## config.mk

```make
export PLATFORM = sky130hd
export DESIGN_NAME = fog_sq_demod_accum
export DESIGN_NICKNAME = d
export VERILOG_FILES = /design/src/rtl/fog_demod_pkg.sv /design/src/rtl/fog_half_accum.sv /design/src/rtl/fog_sq_demod_accum.sv
export SDC_FILE = /design/constraint.sdc
export NUM_CORES = 1
export LEC_CHECK = 0
export CAP_MARGIN = 40
export CORE_ASPECT_RATIO = 1.25
export CORE_MARGIN = 1
export CORE_UTILIZATION = 30
export CTS_CLUSTER_DIAMETER = 60
export CTS_CLUSTER_SIZE = 24
export DETAILED_ROUTE_END_ITERATION = 10
export PLACE_DENSITY = 0.5
export SLEW_MARGIN = 20
export SYNTH_ARGS = -nofsm -noshare
export SYNTH_HDL_FRONTEND = slang
export SYNTH_SLANG_ARGS = --single-unit
```

## constraint.sdc

```tcl
create_clock -name i_clk -period 7.3 [get_ports i_clk]
set_input_delay 1.095 -clock i_clk [delete_from_list [all_inputs] [get_ports i_clk]]
set_output_delay 1.095 -clock i_clk [all_outputs]
set_load 0.01 [all_outputs]
```

## src/rtl/fog_demod_pkg.sv

```systemverilog
// Shared types, default widths and the saturation helper for the
// square-wave demodulator.
//   demod_state_e : IDLE / SKIP / ACCUM sequencing states
//   sat_signed()  : clamps a sign-extended SAT_W-bit value to out_w bits
package fog_demod_pkg;

  typedef enum logic [1:0] {IDLE, SKIP, ACCUM} demod_state_e;

  localparam int ADC_W_DEF = 14;
  localparam int ACC_W_DEF = 40;
  localparam int OUT_W_DEF = 32;
  localparam int SKIP_W    = 16;
  localparam int CNT_W     = 16;
  // Working width for the saturation helper; must hold ACC_W+1 bits.
  localparam int SAT_W     = 64;

  // Clamp x to [-2^(out_w-1), 2^(out_w-1)-1]. The caller sign-extends its
  // ACC_W+1 difference into SAT_W bits and keeps the low out_w bits.
  function automatic logic signed [SAT_W-1:0] sat_signed(
    input logic signed [SAT_W-1:0] x,
    input int                      out_w
  );
    logic signed [SAT_W-1:0] hi, lo;
    hi = (64'sd1 <<< (out_w - 1)) - 64'sd1;
    lo = -(64'sd1 <<< (out_w - 1));
    if (x > hi)      return hi;
    else if (x < lo) return lo;
    else             return x;
  endfunction

endpackage

```

## src/rtl/fog_half_accum.sv

```systemverilog
// Per-half-period skip counter and accumulator.
//   clr_i        : synchronous clear of everything (demodulator disabled)
//   load_i       : step pulse; reload skip count, restart acc (a coincident
//                  valid sample already belongs to the new half)
//   active_i     : accumulate/skip samples (SKIP or ACCUM state)
//   skip_cnt_i   : samples to discard after each step
//   adc_data_i / adc_valid_i : sample stream
//   acc_o        : running half-period sum
//   skip_zero_o  : settling samples exhausted
//   cnt_o        : accumulated sample count (FOG_DEMOD_SAMPLE_CNT_EN only)
module fog_half_accum
  import fog_demod_pkg::*;
#(
  parameter int ADC_W = ADC_W_DEF,
  parameter int ACC_W = ACC_W_DEF
) (
  input  logic                    i_clk,
  input  logic                    i_rst_n,
  input  logic                    clr_i,
  input  logic                    load_i,
  input  logic                    active_i,
  input  logic [SKIP_W-1:0]       skip_cnt_i,
  input  logic signed [ADC_W-1:0] adc_data_i,
  input  logic                    adc_valid_i,
  output logic signed [ACC_W-1:0] acc_o,
`ifdef FOG_DEMOD_SAMPLE_CNT_EN
  output logic [CNT_W-1:0]        cnt_o,
`endif
  output logic                    skip_zero_o
);

  logic signed [ACC_W-1:0] acc_q, acc_d, samp_ext;
  logic [SKIP_W-1:0]       skip_q, skip_d;
`ifdef FOG_DEMOD_SAMPLE_CNT_EN
  logic [CNT_W-1:0]        cnt_q, cnt_d;
`endif

  assign samp_ext = {{(ACC_W-ADC_W){adc_data_i[ADC_W-1]}}, adc_data_i};

  always_comb begin
    acc_d  = acc_q;
    skip_d = skip_q;
`ifdef FOG_DEMOD_SAMPLE_CNT_EN
    cnt_d  = cnt_q;
`endif
    if (clr_i) begin
      acc_d  = '0;
      skip_d = '0;
`ifdef FOG_DEMOD_SAMPLE_CNT_EN
      cnt_d  = '0;
`endif
    end else if (load_i) begin
      acc_d  = '0;
      skip_d = skip_cnt_i;
`ifdef FOG_DEMOD_SAMPLE_CNT_EN
      cnt_d  = '0;
`endif
      if (adc_valid_i) begin
        if (skip_cnt_i == '0) begin
          acc_d = samp_ext;
`ifdef FOG_DEMOD_SAMPLE_CNT_EN
          cnt_d = CNT_W'(1);
`endif
        end else begin
          skip_d = skip_cnt_i - 1'b1;
        end
      end
    end else if (active_i && adc_valid_i) begin
      if (skip_q != '0) begin
        skip_d = skip_q - 1'b1;
      end else begin
        // Wraps silently beyond ACC_W; sized for >= 2^24 samples per half.
        acc_d = acc_q + samp_ext;
`ifdef FOG_DEMOD_SAMPLE_CNT_EN
        if (cnt_q != '1) cnt_d = cnt_q + 1'b1;
`endif
      end
    end
  end

  always_ff @(posedge i_clk or negedge i_rst_n) begin
    if (!i_rst_n) begin
      acc_q  <= '0;
      skip_q <= '0;
`ifdef FOG_DEMOD_SAMPLE_CNT_EN
      cnt_q  <= '0;
`endif
    end else begin
      acc_q  <= acc_d;
      skip_q <= skip_d;
`ifdef FOG_DEMOD_SAMPLE_CNT_EN
      cnt_q  <= cnt_d;
`endif
    end
  end

  assign acc_o       = acc_q;
  assign skip_zero_o = (skip_q == '0);
`ifdef FOG_DEMOD_SAMPLE_CNT_EN
  assign cnt_o       = cnt_q;
`endif

endmodule

```

## src/rtl/fog_sq_demod_accum.sv

```systemverilog
// Synchronous square-wave demodulator. Accumulates ADC samples per
// modulation half (after discarding settling samples) and emits
// sat(sum_HIGH - sum_LOW) once per full period, one cycle after the
// LOW-ending step pulse.
//   i_clk, i_rst_n (async, active-low)
//   i_en          : low forces IDLE and clears accumulators/flags
//   i_adc_data/i_adc_valid : signed sample stream
//   i_status      : polarity of the half that is running (1 = HIGH)
//   i_stepTrig    : end-of-half pulse; i_status still shows the ending half
//   i_skip_cnt    : settling samples discarded after each step
//   o_err/o_err_valid : saturated error word and its one-cycle strobe
//   o_sat         : sticky saturation flag
//   o_nH/o_nL     : per-half sample counts, only with FOG_DEMOD_SAMPLE_CNT_EN
// Requires ACC_W >= ADC_W+24 and ACC_W+1 <= 64.
module fog_sq_demod_accum
  import fog_demod_pkg::*;
#(
  parameter int ADC_W = ADC_W_DEF,
  parameter int ACC_W = ACC_W_DEF,
  parameter int OUT_W = OUT_W_DEF
) (
  input  logic                    i_clk,
  input  logic                    i_rst_n,
  input  logic                    i_en,
  input  logic signed [ADC_W-1:0] i_adc_data,
  input  logic                    i_adc_valid,
  input  logic                    i_status,
  input  logic                    i_stepTrig,
  input  logic [SKIP_W-1:0]       i_skip_cnt,
  output logic signed [OUT_W-1:0] o_err,
  output logic                    o_err_valid,
`ifdef FOG_DEMOD_SAMPLE_CNT_EN
  output logic [CNT_W-1:0]        o_nH,
  output logic [CNT_W-1:0]        o_nL,
`endif
  output logic                    o_sat
);

  demod_state_e state_q, state_d;

  logic signed [ACC_W-1:0] acc, sum_h_q;
  logic                    skip_zero, h_valid_q;
  logic signed [ACC_W:0]   diff;
  logic signed [SAT_W-1:0] diff_wide, clamped;
  logic signed [OUT_W-1:0] err_q;
  logic                    err_vld_q, sat_q, clip, close;
`ifdef FOG_DEMOD_SAMPLE_CNT_EN
  logic [CNT_W-1:0]        cnt, nh_hold_q, nh_q, nl_q;
`endif

  // A step while enabled always restarts the half accumulator; it only
  // closes a half (and may emit) once we are past IDLE.
  assign close = i_en && i_stepTrig && (state_q != IDLE);

  fog_half_accum #(.ADC_W(ADC_W), .ACC_W(ACC_W)) u_half (
    .i_clk       (i_clk),
    .i_rst_n     (i_rst_n),
    .clr_i       (!i_en),
    .load_i      (i_en && i_stepTrig),
    .active_i    (i_en && (state_q != IDLE)),
    .skip_cnt_i  (i_skip_cnt),
    .adc_data_i  (i_adc_data),
    .adc_valid_i (i_adc_valid),
    .acc_o       (acc),
`ifdef FOG_DEMOD_SAMPLE_CNT_EN
    .cnt_o       (cnt),
`endif
    .skip_zero_o (skip_zero)
  );

  always_comb begin
    state_d = state_q;
    if (!i_en)           state_d = IDLE;
    else if (i_stepTrig) state_d = SKIP;
    else if (state_q == SKIP && i_adc_valid && skip_zero) state_d = ACCUM;
  end

  always_ff @(posedge i_clk or negedge i_rst_n) begin
    if (!i_rst_n) state_q <= IDLE;
    else          state_q <= state_d;
  end

  // HIGH minus LOW at ACC_W+1 bits, then clamp to OUT_W.
  always_comb begin
    diff      = {sum_h_q[ACC_W-1], sum_h_q} - {acc[ACC_W-1], acc};
    diff_wide = {{(SAT_W-ACC_W-1){diff[ACC_W]}}, diff};
    clamped   = sat_signed(diff_wide, OUT_W);
    clip      = (clamped != diff_wide);
  end

  always_ff @(posedge i_clk or negedge i_rst_n) begin
    if (!i_rst_n) begin
      sum_h_q   <= '0;
      h_valid_q <= 1'b0;
      err_q     <= '0;
      err_vld_q <= 1'b0;
      sat_q     <= 1'b0;
`ifdef FOG_DEMOD_SAMPLE_CNT_EN
      nh_hold_q <= '0;
      nh_q      <= '0;
      nl_q      <= '0;
`endif
    end else begin
      err_vld_q <= 1'b0;
      if (!i_en) begin
        // o_err (and the counts) hold their last value while disabled.
        sum_h_q   <= '0;
        h_valid_q <= 1'b0;
        sat_q     <= 1'b0;
      end else if (close) begin
        if (i_status) begin
          sum_h_q   <= acc;
          h_valid_q <= 1'b1;
`ifdef FOG_DEMOD_SAMPLE_CNT_EN
          nh_hold_q <= cnt;
`endif
        end else if (h_valid_q) begin
          err_q     <= clamped[OUT_W-1:0];
          err_vld_q <= 1'b1;
          sat_q     <= sat_q | clip;
          h_valid_q <= 1'b0;
`ifdef FOG_DEMOD_SAMPLE_CNT_EN
          nh_q      <= nh_hold_q;
          nl_q      <= cnt;
`endif
        end
      end
    end
  end

  assign o_err       = err_q;
  assign o_err_valid = err_vld_q;
  assign o_sat       = sat_q;
`ifdef FOG_DEMOD_SAMPLE_CNT_EN
  assign o_nH        = nh_q;
  assign o_nL        = nl_q;
`endif

endmodule

```

# --- After elaboration in Yosys (flattened, before gate mapping) ---
# Index checks and enable logic that the tools add are counted.
# W data, S select, Z words.
op_classes:
  n_eq_ne: 10
  reduce_logical: 15
  n_shift: 0
  bitwise_logic: 2
  n_div: 0
  addsub: 4
  mux: 31
  n_mul: 0
  order_cmp: 2
op_table:
  columns: ["operator", "count"]
  rows:
  - ["$mux W40", 9]
  - ["$mux W64", 2]
  - ["$mux W16", 6]
  - ["$ne A64 B41 Y1", 1]
  - ["$gt A41 B32 Y1 const B", 1]
  - ["$lt A41 B32 Y1 const B", 1]
  - ["$sub A40 B40 Y41", 1]
  - ["$add A40 B14 Y40", 1]
  - ["$logic_not A16 Y1", 2]
  - ["$sub A16 B1 Y16 const B", 2]
  - ["$reduce_bool A16 Y1", 1]
  - ["$mux W1", 11]
  - ["$ne A3 B1 Y1 const B", 3]
  - ["$logic_and A1 B1 Y1", 6]
  - ["$mux W2", 3]
  - ["$ne A2 B1 Y1 const B", 3]
  - ["$reduce_and A2 Y1", 3]
  - ["$reduce_and A4 Y1", 1]
  - ["$ne A3 B2 Y1 const B", 1]
  - ["$reduce_and A3 Y1", 1]
  - ["$eq A2 B1 Y1 const B", 1]
  - ["$ne A2 B2 Y1 const B", 1]
  - ["$reduce_bool A2 Y1", 1]
  - ["$not A1 Y1", 1]
  - ["$or A1 B1 Y1", 1]
word_totals:
  latchBits: 0
  mem_count: 0
  output_inout_bits: 34
  regBits: 133
  rom_bits: 0
  mem_bits_rw: 0
  wordCells: 72

# --- Logic depth before layout (Yosys ltp) ---
# Gate-level depths: netlist of the first run.
depth:
  word_depth: 10
  mapped_depth: 17
  mapped_depth_nobuf: 17

# --- Modules after synthesis ---
# Synthesis of the first run repeated with hierarchy kept, for this count alone.
hier_totals:
  hier_cells: 1325
  hier_area_um2: 10705.3
modules_own_cells:
  columns: ["mod", "cells_per_inst", "n_inst", "area_each_um2", "seq_area_each_um2"]
  rows:
  - ["fog_sq_demod_accum", 677, 1, 5585.4, 1926.8]
  - ["fog_half_accum", 648, 1, 5119.9, 1401.3]

# --- Worst setup path before layout of the first run ---
# Ideal clock, no wire load.
synth_path:
  kind: "reg2reg"
  from: "reg u_half.acc_q[0] (netlist: u_half.acc_o[0])"
  to: "reg err_q[12] (netlist: o_err[12])"
  period_less_slack_ns: 4.105
  t_arrival_ns: 4.040
  required_ns: 7.235
  n_path_buf: 1
  setup_slack_ns: 3.195
  path_stages_with_launch: 17
  path_cell_list: "dfrtp_1 > ha_1 > fa_1 > and2b_1 > o211ai_2 > a21o_1 > a2111o_1 > a211oi_4 > nor3b_2 > o21ai_2 > xnor2_1 > nand4_1 > or2_2 > ha_1 > clkbuf_1 > nor4_1 > o22a_1"
synth_via:
  elab_chain_cells: 4
  elab_cells_between_ends: 5
  cone_classes: "add/sub (1); order compare (2); mux (2)"
synth_rtl:
  columns: ["item", "line", "text"]
  rows:
  - ["start: declaration", "fog_half_accum.sv:32", "logic signed [ACC_W-1:0] acc_q, acc_d, samp_ext;"]
  - ["start signal: assignment", "fog_half_accum.sv:83", "acc_q <= '0;"]
  - ["start signal: assignment", "fog_half_accum.sv:89", "acc_q <= acc_d;"]
  - ["$sub A40 B40 Y41 (*)", "fog_sq_demod_accum.sv:85", "diff = {sum_h_q[ACC_W-1], sum_h_q} - {acc[ACC_W-1], acc};"]
  - ["$lt A41 B32 Y1", "fog_demod_pkg.sv:27", "else if (x < lo) return lo;"]
  - ["$mux W64", "fog_demod_pkg.sv:27", null]
  - ["$mux W64 (*)", "fog_demod_pkg.sv:26", "if (x > hi) return hi;"]
  - ["end signal: assignment", "fog_sq_demod_accum.sv:118", "err_q <= clamped[OUT_W-1:0];"]
  - ["end: declaration", "fog_sq_demod_accum.sv:45", "logic signed [OUT_W-1:0] err_q;"]
# Every way passes the cells marked *; elsewhere a longest branch is shown, timed or not.
# A chain may end at the register's enable or synchronous reset.

# --- Worst setup path after layout of the first run ---
# Same ends and word-level chain as after synthesis.

==> flow_summary.ini, run 1 <==
[final_layout]
synthToLayoutAreaGrowth_pct = 15.7
fin_nets = 1505
final_core_util_pct = 35.5
diodes = 0
drive_gt1_share_pct = 5.87

[timing]
setup_viol = 0
fin_crit_ns = 4.74
setup_tns_ns = 0
max_freq_mhz = 211
worst_slew_pin_slew_ns = 0.771
slew_headroom_pct = 48.5
finalMaxSlewViolations = 0
fin_ws_ns = 2.56
hold_violations = 0
rsz0062_at_grt = no
post-route-period-util_pct = 64.9
skew_ns = 0.0105

[clock_tree]
post-cts-setup-buffers = 0
cts-resized-gates = 0
numClockSinks = 133
clk_root_buffer_cell = clkbuf_16
clk_path_buf_depth = 2
cts_buffers = 17
cts_tree = built
cts_max_level = 4
path_clk_slew_ns = 0.06
cts-hold-fix-buffers = 0
clk_latency_ns = 0.44

[yosys]
syn_inst = 1352
post-synth-top-count-cell = nand2_1
synthFlopType = dfrtp_1
yosys_warnings = 0
synth_seq_area_share_pct = 30.4
ys_ff_latch = 133
ys_types = 85
synth_nets = 1473
synth_edf_count = 0
syn_avg_cell_area_um2 = 8.10
netlist_area_um2 = 10900
synth_area_leaders = dfrtp_1 (30%), ha_1 (9.5%), nand2_1 (5.4%)
synth.top_cell.area_share_pct = 30.4
async_reset_ff_share_pct = 100
synth.top_cells.by_count = nand2_1 (158), dfrtp_1 (133), a21oi_1 (105), nor2_1 (105), o21ai_0 (104)
yosys.area.top_type = dfrtp_1

[setup_path]
critPathBufInv = 1
r2r-start = u_half.acc_o[0]$_DFFE_PN0P_
arrival_ns = 5.12
worstSetupStartpointType = register
crit_top_cell = ha_1
critPathLaunch = u_half.acc_o[0]$_DFFE_PN0P_
cp_top_family = compound AO/OA/AOI/OAI gates
crit_chain = ha_1 -> fa_1 -> and2b_1 -> o211ai_2 -> a21o_1 -> a2111o_1 -> a211oi_4 -> nor3b_2 -> o21ai_2 -> xnor2_1 -> nand4_1 -> or2_2 -> ha_1 -> buf_8 -> nor4_1 -> o22a_1
max_stage_delay_ns = 0.52
required_ns = 7.68
cp_slowest_cell = a2111o_1
critPathKind = register to register
cp-end-kind = register
critPathMaxFanout = 24

[routing]
finalWirelength_mm = 29.8
drt.antenna.violating_nets = 0
first_pass_iters = 5
viasPerCell = 5.20
drcViolationCount = 0
wire_per_inst_um = 15.9
num_vias = 9732
drt_iter0_drc = 562

[floorplan]
row_count = 77
dieWidth_um = 173
die_h_um = 216
initial_core_util_pct = 30.7
core_area_um2 = 35600
ios = 70
die-area_um2 = 37300

[global_route]
grt_max_degree = 81
grt_pass1_wl_mm = 49.8
antenna_found_initial = 0
grt_pass1_vias = 9445
overflow = 0
grtUsageTotal_pct = 16.4

[pwr]
irDropWorstVdd_v = 0.000163
cellPowerDensity_nw_per_um2 = 214
total_power_uw = 2710
p_leak_uw = 0.00563

[worst_hold_path]
min-delay-start = o_err[23]$_DFFE_PN0P_
hp-class = register to register

[outcome]
outcome = completed

[placement]
numPortBuffers = 69
gp_congestion = 0.852
pre_cts_slack_ns = 2.38
dp_hpwl_mm = 23.0

[run]
cap_violations = 0
per-layer routing:
metal  global-route usage (%)  wire (um)  up-vias
li1                         -          -     5028
met1                     22.0      14500     4507
met2                     27.3      13900      166
met3                     2.17        760       31
met4                     5.55        549        0
met5                        0          0        -
stage by stage:
step / cell area [um2] / hold WS [ns] / std cells
global placement: 12000 / 0.490 / 1832
CTS: 12700 / 0.499 / 1871
finish: 12700 / 0.500 / 1871
detailed placement: 12100 / 0.486 / 1839
global route: 12700 / 0.524 / 1871
floorplan: 10900 / 0.471 / 1352
where the power goes:
part           internal [uW]  switching [uW]
Clock                    515             357
Sequential               800            55.8
Combinational            418             569
cell type report:
cell class,instances,area (um2)
fill,3791,23000
multi-input combinational,1074,7040
sequential,133,3330
timing repair buffer,85,842
tap,474,593
clock buffer,18,439
inverter,73,274
clock inverter,14,150
worst register-to-register path, stage by stage, from the launching register on:
cell and delay, ns:
dfrtp_1 0.43, ha_1 0.25, fa_1 0.40, and2b_1 0.24, o211ai_2 0.12, a21o_1 0.21
a2111o_1 0.52, a211oi_4 0.37, nor3b_2 0.13, o21ai_2 0.16, xnor2_1 0.20, nand4_1 0.20
or2_2 0.32, ha_1 0.42, buf_8 0.22, nor4_1 0.33, o22a_1 0.17
sequential cells by signal, indices dropped and copies added, names as in the netlist:
register	flops
o_err	32
o_err_valid	1
u_half.acc_o	40
sum_h_q	40
h_valid_q	1
u_half.skip_q	16
state_q	2
o_sat	1
cell families after synthesis:
group / synth area share (%)
compound gates: 28.5
fa+ha+maj: 9.85
mux: 0.743
flops: 30.4
xor+xnor: 5.68
buf+inv: 5.34
simple gates: 19.4
path summary, 6_finish.rpt:
check                           slack (ns)                            to  depth (start not counted)
max in group asynchronous             5.52       sum_h_q[37]$_DFFE_PN0P_                          3
worst min-delay path                  0.50         o_err[23]$_DFFE_PN0P_                          1
worst max-delay path                  2.56         o_err[12]$_DFFE_PN0P_                         16
worst max register to register        2.56         o_err[12]$_DFFE_PN0P_                         16
min in group asynchronous             0.65  u_half.skip_q[8]$_DFFE_PN0P_                          1
worst min register to register        0.50         o_err[23]$_DFFE_PN0P_                          1
cell usage in the layout, fill, tap and decap left out, types with 6 or more instances in the layout:
cell type          n
nand2_1          158
dfrtp_1          133
a21oi_1          105
nor2_1           105
o21ai_0          104
ha_1              83
inv_1             73
clkdlybuf4s50_1   67
xnor2_1           45
nor3_1            37
a21o_1            37
o22a_1            31
o22ai_1           28
nand3_1           28
o21a_1            26
xor2_1            26
nand4_1           20
clkbuf_16         17
a211oi_1          16
o211ai_1          15
nor2b_1           12
and3_1            10
a221oi_1          10
buf_4             10
and2_1             9
o21bai_1           8
a22o_1             8
or2_2              7
nand2b_1           7
mux2i_1            7
a31oi_1            7
a31o_2             6
nor4_1             6
or3_1              6
Note: power is estimated with default switching activity, not from simulation.
==> inputs of run 2 (changes only) <==
- clock period: 7.3 -> 4.4 ns (I/O delays scaled with it)
==> flow_summary.ini, run 2 (same netlist as run 1, synthesis figures left out) <==
[routing]
wire_per_inst_um = 16.0
drcViolationCount = 0
drt_iter0_drc = 502
viasPerCell = 5.26
num_vias = 10000
drt.antenna.violating_nets = 0
finalWirelength_mm = 30.5
first_pass_iters = 5

[timing]
hold_violations = 0
slew_headroom_pct = 49.5
setup_viol = 0
setup_tns_ns = 0
finalMaxSlewViolations = 0
worst_slew_pin_slew_ns = 0.755
fin_crit_ns = 4.16
post-route-period-util_pct = 94.6
skew_ns = 0.0112
max_freq_mhz = 240
rsz0062_at_grt = no

[global_route]
overflow = 0
grtUsageTotal_pct = 16.7
grt_pass1_wl_mm = 50.3
antenna_found_initial = 0
grt_max_degree = 81
grt_pass1_vias = 9630

[clock_tree]
clk_root_buffer_cell = clkbuf_16
numClockSinks = 133
cts_max_level = 4
cts_tree = built
clk_path_buf_depth = 2
clk_latency_ns = 0.45
path_clk_slew_ns = 0.06
cts_buffers = 17

[setup_path]
cp-end-kind = register
critPathMaxFanout = 14
worstSetupStartpointType = register
required_ns = 4.78
critPathKind = register to register
arrival_ns = 4.55

[final_layout]
nFillCells = 3731
synthToLayoutAreaGrowth_pct = 18.9
layout_common_cells = nand2_1 (158), dfrtp_1 (133), a21oi_1 (105), nor2_1 (105), o21ai_0 (104)
final_common_cell = nand2_1
fin_nets = 1538
diodes = 0
multi_input_area_um2 = 7070
drive_gt1_share_pct = 8.25
seqCellArea_um2 = 3330

[floorplan]
dieWidth_um = 173
row_count = 77
initial_core_util_pct = 30.7
die-area_um2 = 37300
core_area_um2 = 35600
ios = 70
die_h_um = 216

[placement]
dp_hpwl_mm = 23.3
numPortBuffers = 69
gp_congestion = 0.851

[worst_hold_path]
hp-class = register to register

[outcome]
outcome = completed

[pwr]
irDropWorstVdd_v = 0.000272
p_leak_uw = 0.00584
total_power_uw = 4690
cellPowerDensity_nw_per_um2 = 360

[run]
cap_violations = 0
[run 2: changes by cell type in the layout (fill, tap and decap cells not counted), moves of 2 or more]
cell      change
inv_6         -2
buf_4        +32
buf_8         -2
clkbuf_8      +2
[run 2: path summary, 6_finish.rpt]
check | start | endpoint | slack (ns) | depth (start not counted)
worst min-delay path | o_err[23]$_DFFE_PN0P_ | o_err[23]$_DFFE_PN0P_ | 0.50 | 1
max in group asynchronous | i_rst_n | o_err[25]$_DFFE_PN0P_ | 2.83 | 4
worst max register to register | u_half.acc_o[1]$_DFFE_PN0P_ | o_err[12]$_DFFE_PN0P_ | 0.24 | 19
min in group asynchronous | i_rst_n | u_half.skip_q[1]$_DFFE_PN0P_ | 0.55 | 2
worst max-delay path | u_half.acc_o[1]$_DFFE_PN0P_ | o_err[12]$_DFFE_PN0P_ | 0.24 | 19
worst min register to register | o_err[23]$_DFFE_PN0P_ | o_err[23]$_DFFE_PN0P_ | 0.50 | 1
[run 2: cell type report]
| type | instances | area share (%) |
|---|---|---|
| inverters | 73 | 2.10 |
| multi-input cells | 1074 | 54.3 |
| repair buffers | 118 | 8.69 |
| clock buffers | 21 | 3.61 |
| flip-flops and latches | 133 | 25.6 |
| clock inverters | 11 | 1.13 |
| well taps | 474 | 4.56 |
[run 2: report_power, final]
group          internal (uW)  total [uW]  switching [uW]  leakage (uW)
combinational            775        1750             978       0.00375
sequential              1330        1420            89.1       0.00179
clock                    937        1520             586      0.000303
[run 2: metal layers]
layer | up-vias | GRT usage [%] | share of wire [%]
li1 | 5097 | - | -
met1 | 4689 | 22.4 | 49
met2 | 187 | 26.6 | 45
met3 | 44 | 2.40 | 3.0
met4 | 0 | 7.46 | 2.7
met5 | - | 0 | 0
[run 2: what timing repair did]
item | in CTS | in global routing
resized for setup | 0 | 8
setup buffers | 1 | 0
cloned | 0 | 1
endpoints found under the hold margin | 0 | 3
endpoints found under the setup margin | 2 | 33
pin swaps | 1 | 3
hold buffers | 0 | 1
[run 2: worst max-delay path, stage by stage, from the launching register on]
cell and delay [ns]:
dfrtp_1 0.39, buf_4 0.17, inv_1 0.08, ha_1 0.28
nand2b_1 0.07, a21oi_1 0.33, o41ai_2 0.13, buf_4 0.16
a21o_1 0.19, o31ai_1 0.34, buf_4 0.19, a31oi_1 0.09
xor2_1 0.19, nor4_1 0.18, nand4_1 0.15, or2_2 0.32
ha_4 0.25, clkbuf_16 0.18, nor4_2 0.26, o22a_1 0.15
[run 2: metrics by stage]
stage	cell area [um2]	cells	util [%]	hold WS (ns)	setup WS, ns
after floorplan	10900	1352	-	0.364	0.295
after global placement	12300	1867	34.4	0.492	0.0714
after detailed placement	12300	1868	34.5	0.497	-0.00876
after CTS	12900	1901	36.2	0.257	0.0273
after global routing	13000	1904	36.5	0.527	0.00917
final	13000	1904	36.5	0.500	0.237
